**src/rtl/exe_stage.sv**
```systemverilog
// Execute stage: ALU, RV32M multiply/iterative divide, branch/jump resolution, exe->mem register.
// Optional RV32M support is enabled by defining MULDIV_EN; without it ops 16-23 yield 0 and Stall_o is 0.
module exe_stage #(
  parameter int DIV_CYCLES = 32
) (
  input  logic        Clk,
  input  logic        Reset,
  input  logic [31:0] Src_pc_i,
  input  logic [31:0] Src_rs1_i,
  input  logic [31:0] Src_rs2_i,
  input  logic [31:0] Src_imm_i,
  input  logic [4:0]  Src_rd_i,
  input  logic [4:0]  Inst_alu_op_i,
  input  logic        Inst_a_sel_i,
  input  logic        Inst_b_sel_i,
  input  logic        Inst_branch_i,
  input  logic [2:0]  Inst_br_funct3_i,
  input  logic [1:0]  Inst_jump_i,
  input  logic [1:0]  Inst_mem_out_sel_i,
  input  logic [2:0]  Inst_mem_rd_sel_i,
  input  logic [1:0]  Inst_mem_we_i,
  input  logic        Inst_wb_we_i,
  input  logic [7:0]  Id_tracker,
  output logic        Stall_o,
  output logic        Redirect_o,
  output logic [31:0] Redirect_pc_o,
  output logic [31:0] Src_pc_o,
  output logic [31:0] Src_alu_o,
  output logic [31:0] Src_rs2_o,
  output logic [31:0] Src_imm_o,
  output logic [4:0]  Src_rd_o,
  output logic [1:0]  Inst_mem_out_sel_o,
  output logic [2:0]  Inst_mem_rd_sel_o,
  output logic [1:0]  Inst_mem_we_o,
  output logic        Inst_wb_we_o,
  output logic [7:0]  Exe_tracker
);

  localparam logic [4:0] OP_ADD    = 5'd0;
  localparam logic [4:0] OP_SUB    = 5'd1;
  localparam logic [4:0] OP_SLL    = 5'd2;
  localparam logic [4:0] OP_SLT    = 5'd3;
  localparam logic [4:0] OP_SLTU   = 5'd4;
  localparam logic [4:0] OP_XOR    = 5'd5;
  localparam logic [4:0] OP_SRL    = 5'd6;
  localparam logic [4:0] OP_SRA    = 5'd7;
  localparam logic [4:0] OP_OR     = 5'd8;
  localparam logic [4:0] OP_AND    = 5'd9;
  localparam logic [4:0] OP_PASSB  = 5'd10;
  localparam logic [4:0] OP_MUL    = 5'd16;
  localparam logic [4:0] OP_MULH   = 5'd17;
  localparam logic [4:0] OP_MULHSU = 5'd18;
  localparam logic [4:0] OP_MULHU  = 5'd19;
  localparam logic [4:0] OP_DIV    = 5'd20;
  localparam logic [4:0] OP_DIVU   = 5'd21;
  localparam logic [4:0] OP_REM    = 5'd22;
  localparam logic [4:0] OP_REMU   = 5'd23;

  logic [31:0] op_a, op_b;
  logic [4:0]  shamt;
  logic [31:0] alu_res;
  logic [31:0] md_res;
  logic [31:0] exe_res;
  logic        br_cond;

  assign op_a  = Inst_a_sel_i ? Src_pc_i  : Src_rs1_i;
  assign op_b  = Inst_b_sel_i ? Src_imm_i : Src_rs2_i;
  assign shamt = op_b[4:0];

  always_comb begin
    alu_res = 32'd0;
    case (Inst_alu_op_i)
      OP_ADD:   alu_res = op_a + op_b;
      OP_SUB:   alu_res = op_a - op_b;
      OP_SLL:   alu_res = op_a << shamt;
      OP_SLT:   alu_res = {31'd0, $signed(op_a) < $signed(op_b)};
      OP_SLTU:  alu_res = {31'd0, op_a < op_b};
      OP_XOR:   alu_res = op_a ^ op_b;
      OP_SRL:   alu_res = op_a >> shamt;
      OP_SRA:   alu_res = $signed(op_a) >>> shamt;
      OP_OR:    alu_res = op_a | op_b;
      OP_AND:   alu_res = op_a & op_b;
      OP_PASSB: alu_res = op_b;
      default:  alu_res = 32'd0;
    endcase
  end

  // Branch condition always uses the raw register operands, independent of operand muxing.
  always_comb begin
    br_cond = 1'b0;
    case (Inst_br_funct3_i)
      3'd0:    br_cond = Src_rs1_i == Src_rs2_i;
      3'd1:    br_cond = Src_rs1_i != Src_rs2_i;
      3'd4:    br_cond = $signed(Src_rs1_i) <  $signed(Src_rs2_i);
      3'd5:    br_cond = $signed(Src_rs1_i) >= $signed(Src_rs2_i);
      3'd6:    br_cond = Src_rs1_i <  Src_rs2_i;
      3'd7:    br_cond = Src_rs1_i >= Src_rs2_i;
      default: br_cond = 1'b0;
    endcase
  end

`ifdef MULDIV_EN
  typedef enum logic [1:0] {S_IDLE, S_BUSY, S_DONE} div_state_t;

  logic               mul_a_sg, mul_b_sg;
  logic signed [32:0] mul_a, mul_b;
  logic signed [63:0] mul_p;

  assign mul_a_sg = (Inst_alu_op_i == OP_MULH) || (Inst_alu_op_i == OP_MULHSU);
  assign mul_b_sg = (Inst_alu_op_i == OP_MULH);
  assign mul_a    = {mul_a_sg & op_a[31], op_a};
  assign mul_b    = {mul_b_sg & op_b[31], op_b};
  assign mul_p    = mul_a * mul_b;

  div_state_t  div_state;
  logic [5:0]  div_count;
  logic [31:0] div_rem, div_quo, div_dvsr;
  logic        div_neg_q, div_neg_r;
  logic        is_div, div_signed, div_is_rem, div_by_zero, div_ovf, div_start;
  logic        sign_a, sign_b;
  logic [32:0] rem_sh, rem_diff;
  logic [31:0] q_final, r_final;

  assign is_div      = (Inst_alu_op_i >= OP_DIV) && (Inst_alu_op_i <= OP_REMU);
  assign div_signed  = (Inst_alu_op_i == OP_DIV) || (Inst_alu_op_i == OP_REM);
  assign div_is_rem  = (Inst_alu_op_i == OP_REM) || (Inst_alu_op_i == OP_REMU);
  assign div_by_zero = op_b == 32'd0;
  assign div_ovf     = div_signed && (op_a == 32'h8000_0000) && (op_b == 32'hFFFF_FFFF);
  assign sign_a      = div_signed & op_a[31];
  assign sign_b      = div_signed & op_b[31];
  assign div_start   = ~Reset && (div_state == S_IDLE) && is_div && (Id_tracker != 8'd0)
                       && !div_by_zero && !div_ovf;
  assign Stall_o     = div_start || (~Reset && (div_state == S_BUSY));

  // Restoring step: shift the next dividend bit in, keep the difference if non-negative.
  assign rem_sh   = {div_rem, div_quo[31]};
  assign rem_diff = rem_sh - {1'b0, div_dvsr};
  assign q_final  = div_neg_q ? -div_quo : div_quo;
  assign r_final  = div_neg_r ? -div_rem : div_rem;

  always_ff @(posedge Clk) begin
    if (Reset) begin
      div_state <= S_IDLE;
      div_count <= 6'd0;
      div_rem   <= 32'd0;
      div_quo   <= 32'd0;
      div_dvsr  <= 32'd0;
      div_neg_q <= 1'b0;
      div_neg_r <= 1'b0;
    end else begin
      case (div_state)
        S_IDLE: if (div_start) begin
          div_state <= S_BUSY;
          div_count <= DIV_CYCLES[5:0];
          div_rem   <= 32'd0;
          div_quo   <= sign_a ? -op_a : op_a;
          div_dvsr  <= sign_b ? -op_b : op_b;
          div_neg_q <= sign_a ^ sign_b;
          div_neg_r <= sign_a;
        end
        S_BUSY: begin
          if (!rem_diff[32]) begin
            div_rem <= rem_diff[31:0];
            div_quo <= {div_quo[30:0], 1'b1};
          end else begin
            div_rem <= rem_sh[31:0];
            div_quo <= {div_quo[30:0], 1'b0};
          end
          div_count <= div_count - 6'd1;
          if (div_count == 6'd1) div_state <= S_DONE;
        end
        S_DONE:  div_state <= S_IDLE;
        default: div_state <= S_IDLE;
      endcase
    end
  end

  always_comb begin
    md_res = 32'd0;
    case (Inst_alu_op_i)
      OP_MUL:                     md_res = mul_p[31:0];
      OP_MULH, OP_MULHSU, OP_MULHU: md_res = mul_p[63:32];
      OP_DIV, OP_DIVU, OP_REM, OP_REMU: begin
        if (div_state == S_DONE)  md_res = div_is_rem ? r_final : q_final;
        else if (div_by_zero)     md_res = div_is_rem ? op_a : 32'hFFFF_FFFF;
        else if (div_ovf)         md_res = div_is_rem ? 32'd0 : 32'h8000_0000;
        else                      md_res = 32'd0;
      end
      default:                    md_res = 32'd0;
    endcase
  end
`else
  assign Stall_o = 1'b0;
  assign md_res  = 32'd0;
`endif

  assign exe_res = Inst_alu_op_i[4] ? md_res : alu_res;

  assign Redirect_o    = ((Inst_branch_i & br_cond) | (Inst_jump_i != 2'd0))
                         & (Id_tracker != 8'd0) & ~Stall_o;
  assign Redirect_pc_o = (Inst_jump_i == 2'd2) ? ((Src_rs1_i + Src_imm_i) & ~32'd1)
                                               : (Src_pc_i + Src_imm_i);

  always_ff @(posedge Clk) begin
    if (Reset) begin
      Src_pc_o           <= 32'd0;
      Src_alu_o          <= 32'd0;
      Src_rs2_o          <= 32'd0;
      Src_imm_o          <= 32'd0;
      Src_rd_o           <= 5'd0;
      Inst_mem_out_sel_o <= 2'd0;
      Inst_mem_rd_sel_o  <= 3'd0;
      Inst_mem_we_o      <= 2'd0;
      Inst_wb_we_o       <= 1'b0;
      Exe_tracker        <= 8'd0;
    end else if (Stall_o) begin
      Inst_mem_we_o <= 2'd0;
      Inst_wb_we_o  <= 1'b0;
      Exe_tracker   <= 8'd0;
    end else begin
      Src_pc_o           <= Src_pc_i;
      Src_alu_o          <= exe_res;
      Src_rs2_o          <= Src_rs2_i;
      Src_imm_o          <= Src_imm_i;
      Src_rd_o           <= Src_rd_i;
      Inst_mem_out_sel_o <= Inst_mem_out_sel_i;
      Inst_mem_rd_sel_o  <= Inst_mem_rd_sel_i;
      Inst_mem_we_o      <= Inst_mem_we_i;
      Inst_wb_we_o       <= Inst_wb_we_i;
      Exe_tracker        <= Id_tracker;
    end
  end

endmodule

```
**config.mk**
```make
export PLATFORM = sky130hd
export DESIGN_NAME = exe_stage
export DESIGN_NICKNAME = d
export VERILOG_FILES = /design/src/rtl/exe_stage.sv
export SDC_FILE = /design/constraint.sdc
export NUM_CORES = 1
export LEC_CHECK = 0
export ABC_AREA = 1
export CAP_MARGIN = 20
export CELL_PAD_IN_SITES_DETAIL_PLACEMENT = 1
export CELL_PAD_IN_SITES_GLOBAL_PLACEMENT = 1
export CORE_MARGIN = 4
export CORE_UTILIZATION = 37
export DETAILED_ROUTE_END_ITERATION = 6
export MAX_ROUTING_LAYER = met4
export PLACE_DENSITY_LB_ADDON = 0.1
export SLEW_MARGIN = 10
export SYNTH_ARGS = -nofsm -noshare
export SYNTH_HDL_FRONTEND = slang
export SYNTH_SLANG_ARGS = --single-unit
```
**constraint.sdc**
```tcl
create_clock -name Clk -period 4.4 [get_ports Clk]
set_input_delay 1.1 -clock Clk [delete_from_list [all_inputs] [get_ports Clk]]
set_output_delay 1.1 -clock Clk [all_outputs]
set_load 0.1 [all_outputs]
```
==> run metrics, run 1 <==
outcome=stopped before the end; Fail Step=5_1_grt; Log Error=[ERROR GRT-0116] Global routing finished with congestion. Check the congestion regions in the DRC Viewer.; Synth Area in Adders=12.7%; DIE HEIGHT=236 µm; GPL Wtd Cong=1.16; CTS Root Cell=clkbuf_16; post-synthesis compound-gate area fraction=19.2%; largest family of logic cells by synthesized area=simple AND/OR/NAND/NOR gates; first-pass GRT wire length=293 mm; Synthesized Nets=3754; Yosys reg bits=149; Synth warnings=0; placed cell area=28800 µm²; largest net degree at the start of global routing=71; share of flip-flops with an asynchronous set or reset after synthesis=0%; Synth Area in Simple Gates=38.2%; number of placement rows=83; syn avg cell area=5.68 µm²; clock buffer depth=2; Synth cell types=55; Syn Std Cell Area=19300 µm²; dpl ws=-0.918 ns; hpwl dp=113 mm; hold_buf cts=0; Die Width=236 µm; H-tree depth=4; IO Port Bufs=345; total CTS buffers=17; I/O Pins=347; clock sinks=149; initial core utilization=37.5%; Tot GR Track Use=72.3%; post-synthesis mux area share=0.221%; Syn Inst Count=3396; EDFF count, synth=0; Post-synth top flop=dfxtp_1; xor/xnor share of the synthesized area=0.818%; Seq/Total Area, Yosys=15.5%; GRT Residual Overflow=147; number of global-route vias before repair=39900
[cells by family after synthesis]
family	count (synthesis)
and+or+nand+nor	1763
buffers and inverters	628
AOI/OAI and AO/OA	639
adders and majority gates	194
muxes	4
xor gates and xnor gates	18
other	1
DFF	149
[synthesized netlist by cell type (3+ instances only)]
cell       number  area (µm²)
nand2_1       883        3310
inv_1         490        1840
nor2_1        401        1510
nand3_1       342        1710
a21oi_1       221        1110
ha_1          190        2380
o21ai_0       182         911
dfxtp_1       149        2980
o21ai_1        58         290
buf_2          45         225
clkbuf_1       44         165
nand4_1        41         257
nor3_1         39         195
o21bai_1       27         203
a21o_1         23         173
o22ai_1        21         131
nor4_1         17         106
xor2_1         16         140
o211ai_1       15         113
nand2_2        14        87.6
o21a_1         14         105
o21ai_2        14         123
buf_6          13         146
a31oi_1        12        75.1
buf_4          12        90.1
a221oi_1       11        96.3
inv_2          11        41.3
a21boi_0       10        75.1
or2_2          10        62.6
a211oi_1        7        52.6
buf_1           7        26.3
nand3b_1        6        45.0
nor2_2          5        31.3
o2111ai_1       5        43.8
o221ai_1        5        43.8
fa_1            4        80.1
a21oi_2         3        26.3
o21ai_4         3        48.8
o31ai_1         3        22.5
[layer usage]
layer  GRT usage [%]  overflow
met5               -         -
met1            71.3         3
met4            69.9        51
met3            52.5         4
met2            89.6        89
[metrics by stage]
step	instances	hold slack, ns
after floorplan	3396	1.21
after global placement	5017	1.62
after detailed placement	5017	1.64
after CTS	5075	0.875
[timing repair]
| item | 4_1_cts |
|---|---|
| cloned | 0 |
| setup endpoints to repair | 29 |
| gates resized for setup | 696 |
| buffers inserted | 28 |
| pin swaps | 128 |
| endpoints found under the hold margin | 0 |
==> inputs of run 2 (changes only) <==
==> config.mk (replaced) <==
export PLATFORM = sky130hd
export DESIGN_NAME = exe_stage
export DESIGN_NICKNAME = d
export VERILOG_FILES = /design/src/rtl/exe_stage.sv
export SDC_FILE = /design/constraint.sdc
export NUM_CORES = 1
export LEC_CHECK = 0
export ABC_AREA = 1
export CAP_MARGIN = 20
export CORE_MARGIN = 4
export CORE_UTILIZATION = 40
export DETAILED_ROUTE_END_ITERATION = 6
export PLACE_DENSITY_LB_ADDON = 0.15
export SLEW_MARGIN = 10
export SYNTH_ARGS = -nofsm -noshare
export SYNTH_HDL_FRONTEND = slang
export SYNTH_SLANG_ARGS = --single-unit
==> run 2 against run 1 <==
  * The flow now finishes, with violations (negative setup slack)
  * Area after synthesis is the same
  * Synthesized cell count is the same
==> run metrics, run 2 <==
outcome=finished, violations left; violated checks=negative setup slack; Sw Pwr=4.17 mW; crit path launch type=primary input; post-synthesis mux area share=0.221%; Pint=4.25 mW; area of the multi-input gates=15400 µm²; VDD IR max=0.322 mV; Post-synth top flop=dfxtp_1; number of global-route vias before repair=25800; I/O Pins=347; xor/xnor share of the synthesized area=0.818%; share of flip-flops with an asynchronous set or reset after synthesis=0%; area share of the largest cell type after synthesis=17.2%; hpwl dp=93.1 mm; Gate power share=63.1%; Least-Margin Pin Slew=1.17 ns; slew margin rel.=21.6%; Syn Inst Count=3396; DR DRC count=0; most common cell after layout, fill and taps aside=nand2_1; Max Clock Freq=0.226 GHz; Die Area=51800 µm²; Clock Power Share=19.8%; biggest area consumer among synthesized cells=nand2_1; clock edge transition at the registers on the reported setup and hold paths=0.08 ns; Lkg Pwr=16.0 nW; initial core utilization=40.5%; number of placement rows=80; fraction of layout cells with a size suffix above 1=27.8%; Area Growth Syn to Fin=61.6%; Reg area=2980 µm²; clock sinks=149; # nets final=4755; WL final=114 mm; CTS Root Cell=clkbuf_16; Hold Path Class=primary input to flop; clock period minus worst slack=4.43 ns; Final period util=101%; Crit-path slowest cell=clkdlybuf4s50_1; Sw Ratio=49.5%; Synthesized Nets=3754; core area=47600 µm²; Iteration-0 DRC Markers=3289; final setup vio count=1; Synth Area in Adders=12.7%; final hold viol count=0; Routed Antenna Nets=0; largest cells by area after synthesis=nand2_1 (17%), dfxtp_1 (15%), ha_1 (12%); worst setup margin=-0.0264 ns; max_cap viols=0; Seq/Total Area, Yosys=15.5%; Die Width=228 µm; EDFF count, synth=0; syn avg cell area=5.68 µm²; via count=27600; GRT Residual Overflow=0; hold_buf cts=0; DIE HEIGHT=228 µm; most frequent cell after synthesis=nand2_1; IO Port Bufs=345; number of fill cells in the layout=4435; Syn Std Cell Area=19300 µm²; H-tree depth=4; worst path arrival time=3.33 ns; clock buffer depth=2; Setup TNS Final=-0.0264 ns; CTS tree=built; CP Capture Type=output port; drt pass-1 iters=6; CP Max Fanout=3; initial antenna violation count=11; Yosys reg bits=149; largest net degree at the start of global routing=71; GPL Wtd Cong=1.07; Synth top cells by count=nand2_1 (883), inv_1 (490), nor2_1 (401); Final Max Slew Viols=0; Tot GR Track Use=42.2%; post-synthesis compound-gate area fraction=19.2%; Synth warnings=0; crit path cell chain=clkdlybuf4s50_1 -> ha_1 -> a21o_1 -> a21boi_2 -> o21bai_4 -> a21oi_4 -> inv_1 -> nand4_1 -> a21oi_2 -> o21ai_4 -> buf_12; crit-path max cell delay=0.42 ns; kind of critical path=primary input to output port; DR vias/cell=5.49; final core utilization=65.4%; Synth cell types=55; sequential share of power=17.0%; most frequent cells in the layout=nand2_1 (834), buf_4 (743), inv_1 (459); largest family of logic cells by synthesized area=simple AND/OR/NAND/NOR gates; first-pass GRT wire length=162 mm; RSZ-0062 raised after global routing=yes; ratio of total power to cell area=270 nW/µm²; Synth Area in Simple Gates=38.2%; total CTS buffers=17; Avg WL per Cell=22.7 µm; critical path required time=3.30 ns
[run 2: cell counts after synthesis]
Identical to the previous run, type by type.
[run 2: repair_timing]
action	CTS	global route
setup endpoints to repair	28	26
setup buffers	41	3
gates cloned	0	0
pin swaps	85	73
endpoints found under the hold margin	0	0
resized for setup	374	199
[run 2: area by class of cell]
cell class / instances / share of cell area (%)
clock buffers: 18 / 1.41
inverters: 504 / 6.08
flip-flops and latches: 149 / 9.57
repair buffers: 1106 / 30.2
multi-input cells: 2619 / 49.6
clock inverters: 14 / 0.590
diodes: 7 / 0.0562
well taps: 615 / 2.47
[run 2: routing by layer]
metal  wire [µm]  GRT usage, %
met3       11600          11.1
met5          42             0
met2       48400          64.9
met1       44800          52.7
met4        9300          26.4
[run 2: final timing paths]
check / startpoint / to / slack, ns / depth (start not counted)
worst min-delay path: Src_imm_i[2] / Src_imm_o[2] / 0.89 / 3
worst max-delay path: Src_pc_i[6] / Redirect_pc_o[29] / -0.03 / 11
[run 2: power groups by stage]
| stage | combinational, mW | sequential, mW | clock [mW] |
|---|---|---|---|
| CTS | 5.07 | 1.43 | 1.68 |
| global route | 5.59 | 1.44 | 1.73 |
| finish | 5.31 | 1.43 | 1.67 |
| detailed placement | 4.89 | 1.46 | 0 |
| global placement | 4.89 | 1.46 | 0 |
| floorplan | 2.17 | 1.95 | 0 |
[run 2: cell families (layout without fill, tap and decap cells)]
kind of cell,after synthesis,count (layout)
simple gates,1763,1763
compound gates,639,639
buf+inv,628,1642
fa+ha+maj,194,194
flops,149,149
xor+xnor,18,18
mux,4,4
other cells,1,8
[run 2: critical path, delay by kind of cell]
kind	cells	cell delay [ns]
AO/OA/AOI/OAI	6	1.02
buffers and inverters	3	0.70
AND/OR/NAND/NOR	1	0.15
adder cells (fa/ha/maj)	1	0.35
[run 2: metrics by stage]
stage,hold slack [ns],cell area (µm²),worst slack (ns),power [mW],instances
floorplan,1.21,19300,-0.163,4.12,3396
finish,0.886,31200,-0.0264,8.42,5032
detailed placement,1.54,28700,-0.796,6.35,4949
global placement,1.54,28700,-0.691,6.35,4949
CTS,0.860,30600,-0.0353,8.19,5022
global route,0.894,31200,-0.0987,8.76,5031
No activity file was read; power rests on OpenSTA's default activity.
==> inputs of run 3 (changes only) <==
--- a/config.mk
+++ b/config.mk
@@ -10,6 +10,7 @@
 export CORE_MARGIN = 4
 export CORE_UTILIZATION = 40
 export DETAILED_ROUTE_END_ITERATION = 6
+export DONT_BUFFER_PORTS = 1
 export PLACE_DENSITY_LB_ADDON = 0.15
 export SLEW_MARGIN = 10
 export SYNTH_ARGS = -nofsm -noshare
==> run 3 against run 2 <==
  * The flow now finishes without violations
  * Clock-buffer cell count is 1 lower
  * Cell count is 16% lower
  * Clock power hardly changed
  * Non-clock buffer count is 814 lower
  * Critical path type unchanged
  * Largest cell class unchanged
==> run metrics, run 3 (synthesis gave the netlist of run 2 again) <==
Final period util=98.6%; count of buffer and inverter cells on the critical path=2; IO Port Bufs=0; Least-Margin Pin Slew=1.06 ns; Sw Ratio=51.7%; largest net degree at the start of global routing=119; drt pass-1 iters=6; Lkg Pwr=12.1 nW; most common cell after layout, fill and taps aside=nand2_1; worst hold path stage count=1; slew margin rel.=28.9%; CP Max Fanout=4; number of fill cells in the layout=5145; number of placement rows=80; max_cap viols=0; final hold viol count=0; Clock Power Share=23.2%; critical path required time=3.30 ns; core area=47600 µm²; ratio of total power to cell area=320 nW/µm²; kind of critical path=primary input to output port; most frequent cells in the layout=nand2_1 (867), inv_1 (490), nor2_1 (391); Pint=3.54 mW; Post-Layout Cell Count=4211; crit path launch type=primary input; Routed Antenna Nets=0; worst setup margin=0.0608 ns; Crit path top cell by count=nand3_1; DIE HEIGHT=228 µm; dpl ws=-0.239 ns; Area Growth Syn to Fin=18.7%; # nets final=3941; hpwl dp=88.0 mm; Setup TNS Final=0 ns; GPL Wtd Cong=1.08; initial core utilization=40.5%; Die Width=228 µm; Hold Path Class=primary input to flop; crit-path max cell delay=0.43 ns; H-tree depth=4; CTS Root Cell=clkbuf_16; fraction of layout cells with a size suffix above 1=12.5%; Inst Count DP=4176; clock buffer depth=2; Iteration-0 DRC Markers=3234; GRT Residual Overflow=0; Die Area=51800 µm²; clock period minus worst slack=4.34 ns; crit path cell chain=ha_1 -> inv_1 -> fa_1 -> o21ai_4 -> a21oi_4 -> o21ai_4 -> nand3_1 -> nand3_1 -> nand2_1 -> nand3_1 -> nand2_1 -> nor2_1 -> nor2_4 -> buf_12; number of global-route vias before repair=23100; Crit-path slowest cell=fa_1; Avg WL per Cell=25.2 µm; VDD IR max=0.291 mV; DR DRC count=0; Final Max Slew Viols=0; clock sinks=149; diode count=0; via count=24600; worst path arrival time=3.24 ns; clock edge transition at the registers on the reported setup and hold paths=0.07 ns; Sw Pwr=3.79 mW; family with the most delay on the worst path=simple AND/OR/NAND/NOR gates; Min-Delay Endpoint=Inst_mem_rd_sel_o[2]; total CTS buffers=17; initial antenna violation count=0; first-pass GRT wire length=152 mm; Tot GR Track Use=39.9%; WL final=106 mm; I/O Pins=347; Hold Startpoint=Reset; CP Capture Type=output port; Gate power share=50.4%; Max Clock Freq=0.230 GHz; DR vias/cell=5.84; CTS tree=built; sequential share of power=26.4%; hold_buf cts=0; final setup vio count=0; outcome=completed
-- run 3: cell count changes in the layout (fill, tap and decap cells not counted), moves of 33 or more --
cell / previous run / this run
dlygate4sd2_1: 67 / 0
clkdlybuf4s50_1: 192 / 0
ha_4: 65 / 1
ha_1: 124 / 189
nand2_1: 834 / 867
buf_4: 743 / 259
-- run 3: final cells by class --
class / count / area, µm² / area share [%]
multi-input combinational: 2619 / 14000 / 61.2
sequential: 149 / 2980 / 13.0
timing repair buffer: 292 / 2600 / 11.3
inverter: 504 / 1890 / 8.28
tap: 615 / 769 / 3.36
clock buffer: 17 / 425 / 1.86
clock inverter: 15 / 214 / 0.935
-- run 3: repair_timing --
action | in CTS | in global routing
resized for setup | 4 | 51
endpoints found under the setup margin | 9 | 19
pin swaps | 0 | 9
setup buffers | 0 | 3
-- run 3: how the worst max path moves through the flow --
stage	start	cells past startpoint	slack, ns	to
CTS	Src_rs1_i[1]	16	0.02	Redirect_pc_o[20]
detailed placement	Src_pc_i[0]	14	-0.24	Redirect_pc_o[26]
global route	Src_rs2_i[15]	16	-0.01	Redirect_o
finish	Src_pc_i[0]	14	0.06	Redirect_pc_o[26]
global placement	Src_pc_i[0]	14	-0.21	Redirect_pc_o[26]
floorplan	Src_pc_i[0]	12	-0.16	Redirect_pc_o[20]
-- run 3: per-layer routing --
layer  GRT usage [%]  share of wire, %  vias up
met5               0                 0        -
met4            26.1               8.1        0
met3            11.2                12      297
met2            60.8                42     1647
met1            49.2                38    11300
li1                -                 -    11400
-- run 3: power groups by stage --
stage	registers, mW	clock network [mW]	logic (mW)
2_1_floorplan	1.95	0	2.17
3_3_place_gp	1.96	0	3.53
3_5_place_dp	1.96	0	3.54
4_1_cts	1.93	1.73	3.55
5_1_grt	1.94	1.78	3.93
6_report	1.93	1.70	3.69
-- run 3: metrics by stage --
stage	hold WS (ns)	util [%]	area (µm²)	total power [mW]
after floorplan	1.21	-	19300	4.12
after global placement	1.18	46.2	22000	5.49
after detailed placement	1.18	46.2	22000	5.50
after CTS	0.635	47.6	22700	7.22
after global routing	0.648	48.0	22900	7.65
final	0.673	48.0	22900	7.33
